==> src/rtl/seg7_scan_display_if.sv <==
// Display-side bundle between the counter stage and the 7-segment driver.
//   Value : binary count into the driver (VALUE_W bits)
//   Seg/Dp/An : active-low segment, decimal-point and anode pins; Busy : conversion running
// master = counter/board side, slave = the driver itself.
interface seg7_scan_display_if #(
   parameter int VALUE_W = 4
);
   logic [VALUE_W-1:0] Value;
   logic [6:0]         Seg;
   logic               Dp;
   logic [3:0]         An;
   logic               Busy;

   modport master (output Value, input Seg, Dp, An, Busy);
   modport slave  (input Value, output Seg, Dp, An, Busy);
endinterface

==> src/rtl/seg7_scan_display.sv <==
// Binary-to-decimal 4-digit multiplexed 7-segment driver (double-dabble + digit scan).
// Latency: Value capture edge to display register is VALUE_W+2 cycles; Seg/An registered.
// Backpressure: none; Value is sampled only at each IDLE capture, later changes wait a pass.
// Ports: Clk (rising edge), Reset (async, active-low), disp (slave modport):
//   disp.Value in, disp.Seg/Dp/An out (active-low), disp.Busy out (high during SHIFT).
module seg7_scan_display #(
   parameter int VALUE_W     = 4,
   parameter int REFRESH_DIV = 50000,
   parameter bit BLANK_LZ    = 1'b1
) (
   input  logic               Clk,
   input  logic               Reset,
   seg7_scan_display_if.slave disp
);
   localparam int CNT_W = $clog2(VALUE_W + 1);
   localparam int DIV_W = $clog2(REFRESH_DIV);

   typedef enum logic [1:0] {S_IDLE, S_SHIFT, S_LOAD} state_t;

   state_t             r_state, w_state_nxt;
   logic [VALUE_W-1:0] r_shift, w_shift_nxt;
   logic [15:0]        r_scratch, w_scratch_nxt;
   logic [15:0]        w_adj;
   logic [CNT_W-1:0]   r_cnt, w_cnt_nxt;
   logic [15:0]        r_bcd, w_bcd_nxt;
   logic [DIV_W-1:0]   r_div;
   logic [1:0]         r_idx, w_idx_nxt;
   logic               w_wrap;
   logic [3:0]         w_nib;
   logic               w_lz;
   logic [6:0]         r_seg, w_seg_nxt;
   logic [3:0]         r_an;

   function automatic logic [6:0] f_seg(input logic [3:0] nib);
      logic [6:0] s;
      case (nib)
         4'd0:    s = 7'h40;
         4'd1:    s = 7'h79;
         4'd2:    s = 7'h24;
         4'd3:    s = 7'h30;
         4'd4:    s = 7'h19;
         4'd5:    s = 7'h12;
         4'd6:    s = 7'h02;
         4'd7:    s = 7'h78;
         4'd8:    s = 7'h00;
         4'd9:    s = 7'h10;
         default: s = 7'h7F;   // >9 cannot come out of the converter; show blank
      endcase
      return s;
   endfunction

   // Double-dabble pre-shift correction, each nibble independently (no inter-nibble carry).
   always_comb begin
      w_adj = r_scratch;
      for (int i = 0; i < 4; i++) begin
         if (r_scratch[4*i +: 4] >= 4'd5) begin
            w_adj[4*i +: 4] = r_scratch[4*i +: 4] + 4'd3;
         end
      end
   end

   always_comb begin
      w_state_nxt   = r_state;
      w_shift_nxt   = r_shift;
      w_scratch_nxt = r_scratch;
      w_cnt_nxt     = r_cnt;
      w_bcd_nxt     = r_bcd;
      case (r_state)
         S_IDLE: begin
            w_shift_nxt   = disp.Value;
            w_scratch_nxt = '0;
            w_cnt_nxt     = CNT_W'(VALUE_W);
            w_state_nxt   = S_SHIFT;
         end
         S_SHIFT: begin
            {w_scratch_nxt, w_shift_nxt} = {w_adj, r_shift} << 1;
            w_cnt_nxt = r_cnt - CNT_W'(1);
            if (r_cnt == CNT_W'(1)) begin
               w_state_nxt = S_LOAD;
            end
         end
         S_LOAD: begin
            w_bcd_nxt   = r_scratch;
            w_state_nxt = S_IDLE;
         end
         default: w_state_nxt = S_IDLE;
      endcase
   end

   assign w_wrap    = (r_div == DIV_W'(REFRESH_DIV - 1));
   assign w_idx_nxt = w_wrap ? r_idx + 2'd1 : r_idx;

   // Seg is decoded from next-cycle display data and digit so that a LOAD and a
   // digit advance landing on the same edge both show up together.
   assign w_nib = w_bcd_nxt[4*w_idx_nxt +: 4];

   always_comb begin
      w_lz = 1'b0;
      case (w_idx_nxt)
         2'd1:    w_lz = (w_bcd_nxt[15:4]  == 12'd0);
         2'd2:    w_lz = (w_bcd_nxt[15:8]  == 8'd0);
         2'd3:    w_lz = (w_bcd_nxt[15:12] == 4'd0);
         default: w_lz = 1'b0;
      endcase
      w_seg_nxt = (BLANK_LZ && w_lz) ? 7'h7F : f_seg(w_nib);
   end

   always_ff @(posedge Clk or negedge Reset) begin
      if (!Reset) begin
         r_state   <= S_IDLE;
         r_shift   <= '0;
         r_scratch <= '0;
         r_cnt     <= '0;
         r_bcd     <= '0;
      end else begin
         r_state   <= w_state_nxt;
         r_shift   <= w_shift_nxt;
         r_scratch <= w_scratch_nxt;
         r_cnt     <= w_cnt_nxt;
         r_bcd     <= w_bcd_nxt;
      end
   end

   always_ff @(posedge Clk or negedge Reset) begin
      if (!Reset) begin
         r_div <= '0;
         r_idx <= 2'd0;
         r_seg <= 7'h40;
         r_an  <= 4'b1110;
      end else begin
         r_div <= w_wrap ? '0 : r_div + DIV_W'(1);
         r_idx <= w_idx_nxt;
         r_seg <= w_seg_nxt;
         r_an  <= ~(4'b0001 << w_idx_nxt);
      end
   end

   assign disp.Seg  = r_seg;
   assign disp.An   = r_an;
   assign disp.Dp   = 1'b1;
   assign disp.Busy = (r_state == S_SHIFT);
endmodule

==> src/flat_wrapper.sv <==
// flat-port wrapper written by rule: the top's interface ports become plain ports
module seg7_scan_display_flat 
#(
   parameter int VALUE_W     = 4,
   parameter int REFRESH_DIV = 50000,
   parameter bit BLANK_LZ    = 1'b1
)
  (Clk, Reset, disp_Value, disp_Seg, disp_Dp, disp_An, disp_Busy);
  seg7_scan_display_if #(.VALUE_W(VALUE_W)) disp_i ();
  input  logic Clk;
  input  logic Reset;
  input wire logic [$bits(disp_i.Value)-1:0] disp_Value;
  output wire logic [$bits(disp_i.Seg)-1:0] disp_Seg;
  output wire logic [$bits(disp_i.Dp)-1:0] disp_Dp;
  output wire logic [$bits(disp_i.An)-1:0] disp_An;
  output wire logic [$bits(disp_i.Busy)-1:0] disp_Busy;
  assign disp_i.Value = disp_Value;
  assign disp_Seg = disp_i.Seg;
  assign disp_Dp = disp_i.Dp;
  assign disp_An = disp_i.An;
  assign disp_Busy = disp_i.Busy;
  seg7_scan_display #(.VALUE_W(VALUE_W), .REFRESH_DIV(REFRESH_DIV), .BLANK_LZ(BLANK_LZ)) u_core (.Clk(Clk), .Reset(Reset), .disp(disp_i));
endmodule
==> config.mk <==
export PLATFORM = sky130hd
export DESIGN_NAME = seg7_scan_display_flat
export DESIGN_NICKNAME = d
export VERILOG_FILES = /design/src/rtl/seg7_scan_display_if.sv /design/src/rtl/seg7_scan_display.sv /design/src/flat_wrapper.sv
export SDC_FILE = /design/constraint.sdc
export NUM_CORES = 1
export LEC_CHECK = 0
export BUFFER_PORTS_ARGS = -buffer_cell sky130_fd_sc_hd__buf_2
export CORE_ASPECT_RATIO = 1.5
export CORE_MARGIN = 1
export CORE_UTILIZATION = 50
export DETAILED_ROUTE_END_ITERATION = 16
export GPL_ROUTABILITY_DRIVEN = 0
export PLACE_DENSITY = 0.65
export SETUP_SLACK_MARGIN = 0.4
export SLEW_MARGIN = 20
export SYNTH_ARGS = -nofsm -noshare
export SYNTH_HDL_FRONTEND = slang
export SYNTH_SLANG_ARGS = --single-unit
export TNS_END_PERCENT = 100
==> constraint.sdc <==
create_clock -name Clk -period 6 [get_ports Clk]
set_input_delay 0.9 -clock Clk [delete_from_list [all_inputs] [get_ports Clk]]
set_output_delay 0.9 -clock Clk [all_outputs]
set_load 0.02 [all_outputs]
==> flow_metrics.env <==
export IMPL_yosys_top_cells_count="dfrtp_1, nand2_1, o21ai_0, inv_1, mux2i_1"
export IMPL_critical_path_arrival_ns=2.02
export IMPL_grt_pass1_vias=2495
export IMPL_vias=2533
export IMPL_avgSynthCellArea_um2=10.05
export IMPL_max_freq_mhz=342.8
export IMPL_clkSlewWorstSetupHoldPaths_ns=0.07
export IMPL_clkLatencyLatePin_ns=0.35
export IMPL_boundaryPins=19
export IMPL_crit_type="register to primary output"
export IMPL_die_y_um=106.8
export IMPL_max_vdd_ir_drop_mv=0.1693
export IMPL_die_area_um2=7673
export IMPL_finalCritPeriodShare_pct=48.62
export IMPL_place_hpwl_um=4753
export IMPL_syn_to_final_growth_pct=9.504
export IMPL_clock_sinks=70
export IMPL_skew_ns=0.01041
export IMPL_core_area_um2=6990
export IMPL_grt_pass1_wl_um=11700
export IMPL_grt_max_degree=71
export IMPL_synth_largest_area_cell="dfrtp_1"
export IMPL_cts_root_buf="clkbuf_8"
export IMPL_ctsResizeCount=0
export IMPL_port_buffers=17
export IMPL_avgRoutedWirePerCell_um=14.16
export IMPL_status="complete, no violations"
export IMPL_max_cap_viol_count=0
export IMPL_grt_remaining_overflow=0
export IMPL_diodes=0
export IMPL_clockBufferDepth=2
export IMPL_first_pass_iters=4
export IMPL_hold_viol=0
export IMPL_finalMaxSlewViolations=0
export IMPL_rsz0062_at_grt="no"
export IMPL_drt_initial_drc_count=91
export IMPL_synth_top_cell_area_share_pct=45.13
export IMPL_grt_total_usage_pct=19.97
export IMPL_power_density_nw_per_um2=231.9
export IMPL_worstSetupStartpointType="register"
export IMPL_start_util_pct=52.35
export IMPL_rows=37
export IMPL_min_path_cells=1
export IMPL_cts_setup_buffers=0
export IMPL_fill_cells=628
export IMPL_worst_endpoint_required_ns=5.10
export IMPL_cts_tree="yes"
export IMPL_async_flop_share_pct=100.0
export IMPL_die_x_um=71.86
export IMPL_synth_area_top_cells="dfrtp_1, nand2_1, ha_1"
export IMPL_final_setup_viol_count=0
export IMPL_max_slew_margin_rel_pct=41.87
export IMPL_ys_flop_type="dfrtp_1"
export IMPL_cts_buffers=9
export IMPL_cp_end_kind="primary output"
export IMPL_drive_gt1_share_pct=14.81
export IMPL_rr_worst_depth=8
export IMPL_ctsHoldBuffers=0
export IMPL_p_total_w=0.0009294
export IMPL_synth_edf_count=0
export IMPL_hp_class="register to register"
export IMPL_vias_per_cell=5.255
export IMPL_synth_area_um2=3660
export IMPL_yosysSeqAreaShare_pct=48.00
export IMPL_antenna_found_initial=0
export IMPL_tightest_slew_ns=0.8720
export IMPL_path_max_fanout=34
export IMPL_finalNetCount=402
export IMPL_synthDistinctLibCells=51
export IMPL_finalWirelength_um=6827
export IMPL_syn_nets=386
export IMPL_synthCells=364
export IMPL_ys_ff_latch=70
export IMPL_synth_most_common_cell="dfrtp_1"
export IMPL_postRouteAntennaNets=0
export IMPL_p_leak_nw=1.914
export IMPL_htreeDepth=3
export IMPL_setup_tns_ns=0
export IMPL_fin_crit_ns=2.917
export IMPL_yosysWarnings=0
export IMPL_drc=0
-- placed cells by master (no fill, tap or decap), types with 2 or more instances in the layout --
cell and count:
a21oi_1 16, a22o_1 2, and3_1 6, buf_2 17
buf_4 2, clkbuf_8 11, clkinv_2 3, dfrtp_1 65
dfstp_2 4, ha_1 16, inv_1 26, mux2_2 3
mux2i_1 17, nand2_1 54, nand2b_1 6, nand3_1 9
nand3b_1 3, nand4_1 3, nor2_1 14, nor2b_1 2
nor3_1 10, nor3b_1 4, nor4b_4 2, o2111ai_1 4
o21ai_0 34, o31ai_1 6, or3_1 3, xnor2_1 9
xor2_1 9
-- registers in the layout, indices dropped and copies added, names as in the netlist --
signal,flops
u_core.r_bcd,16
u_core.r_cnt,3
u_core.r_idx,2
u_core.r_shift,4
u_core.r_state,2
u_core.r_scratch,16
u_core.disp.An,4
u_core.r_div,16
u_core.disp.Seg,7
-- layout make-up --
cell class | instances | area, um2 | share of cell area, %
multi-input cells | 254 | 1730 | 43.18
clock buffers | 12 | 155.1 | 3.871
well taps | 97 | 121.4 | 3.028
flip-flops and latches | 70 | 1758 | 43.87
clock inverters | 4 | 45.04 | 1.124
inverters | 26 | 97.59 | 2.435
repair buffers | 19 | 100.1 | 2.498
-- path summary, 6_finish.rpt --
check | startpoint | to | slack (ns)
setup reg to reg | u_core.r_div[5] | u_core.disp.Seg[3] | 3.13
hold / removal | u_core.r_div[0] | u_core.r_div[0] | 0.46
max in group asynchronous | Reset | u_core.r_state[1] | 4.64
setup / recovery | u_core.r_state[1] | disp_Busy | 3.08
hold reg to reg | u_core.r_div[0] | u_core.r_div[0] | 0.46
min in group asynchronous | Reset | u_core.r_div[7] | 0.74
-- cells by family after synthesis --
| group | after synthesis | synth area share (%) |
|---|---|---|
| simple gates | 126 | 18.43 |
| flops | 70 | 48.00 |
| compound gates | 68 | 10.80 |
| buf+inv | 40 | 4.718 |
| mux | 23 | 6.974 |
| xor+xnor | 20 | 5.505 |
| fa+ha+maj | 16 | 5.470 |
| other cells | 1 | 0.1025 |
-- through the flow --
stage                     area (um2)  setup WS, ns  hold slack (ns)  util (%)  std cells
after floorplan                 3660         3.419           0.4226         -        364
after global placement          3806         2.852           0.4434     54.45        466
after detailed placement        3806         2.710           0.4475     54.45        466
after CTS                       4006         2.716           0.4576     57.31        482
after global routing            4008         2.760           0.4792     57.33        482
final                           4008         3.083           0.4602     57.33        482
-- power breakdown --
group,switching (W),internal [W]
logic,0.0000371,0.0000203
registers,0.00000268,0.000483
clock network,0.000173,0.000213
-- worst max-delay path, cell delays in order (launching register included) --
cell and delay (ns):
dfrtp_2 0.71, nand2b_1 0.49, inv_1 0.26, buf_2 0.22
-- metal layers --
metal / routed length, um / track usage, % / part of all wire, % / vias up
met1: 3081 / 24.57 / 45 / 1208
li1: - / - / - / 1270
met5: 0 / 0 / 0 / -
met3: 117 / 3.947 / 1.7 / 16
met4: 238 / 10.36 / 3.5 / 0
met2: 3389 / 32.88 / 50 / 39
No activity file was read; power rests on OpenSTA's default activity.
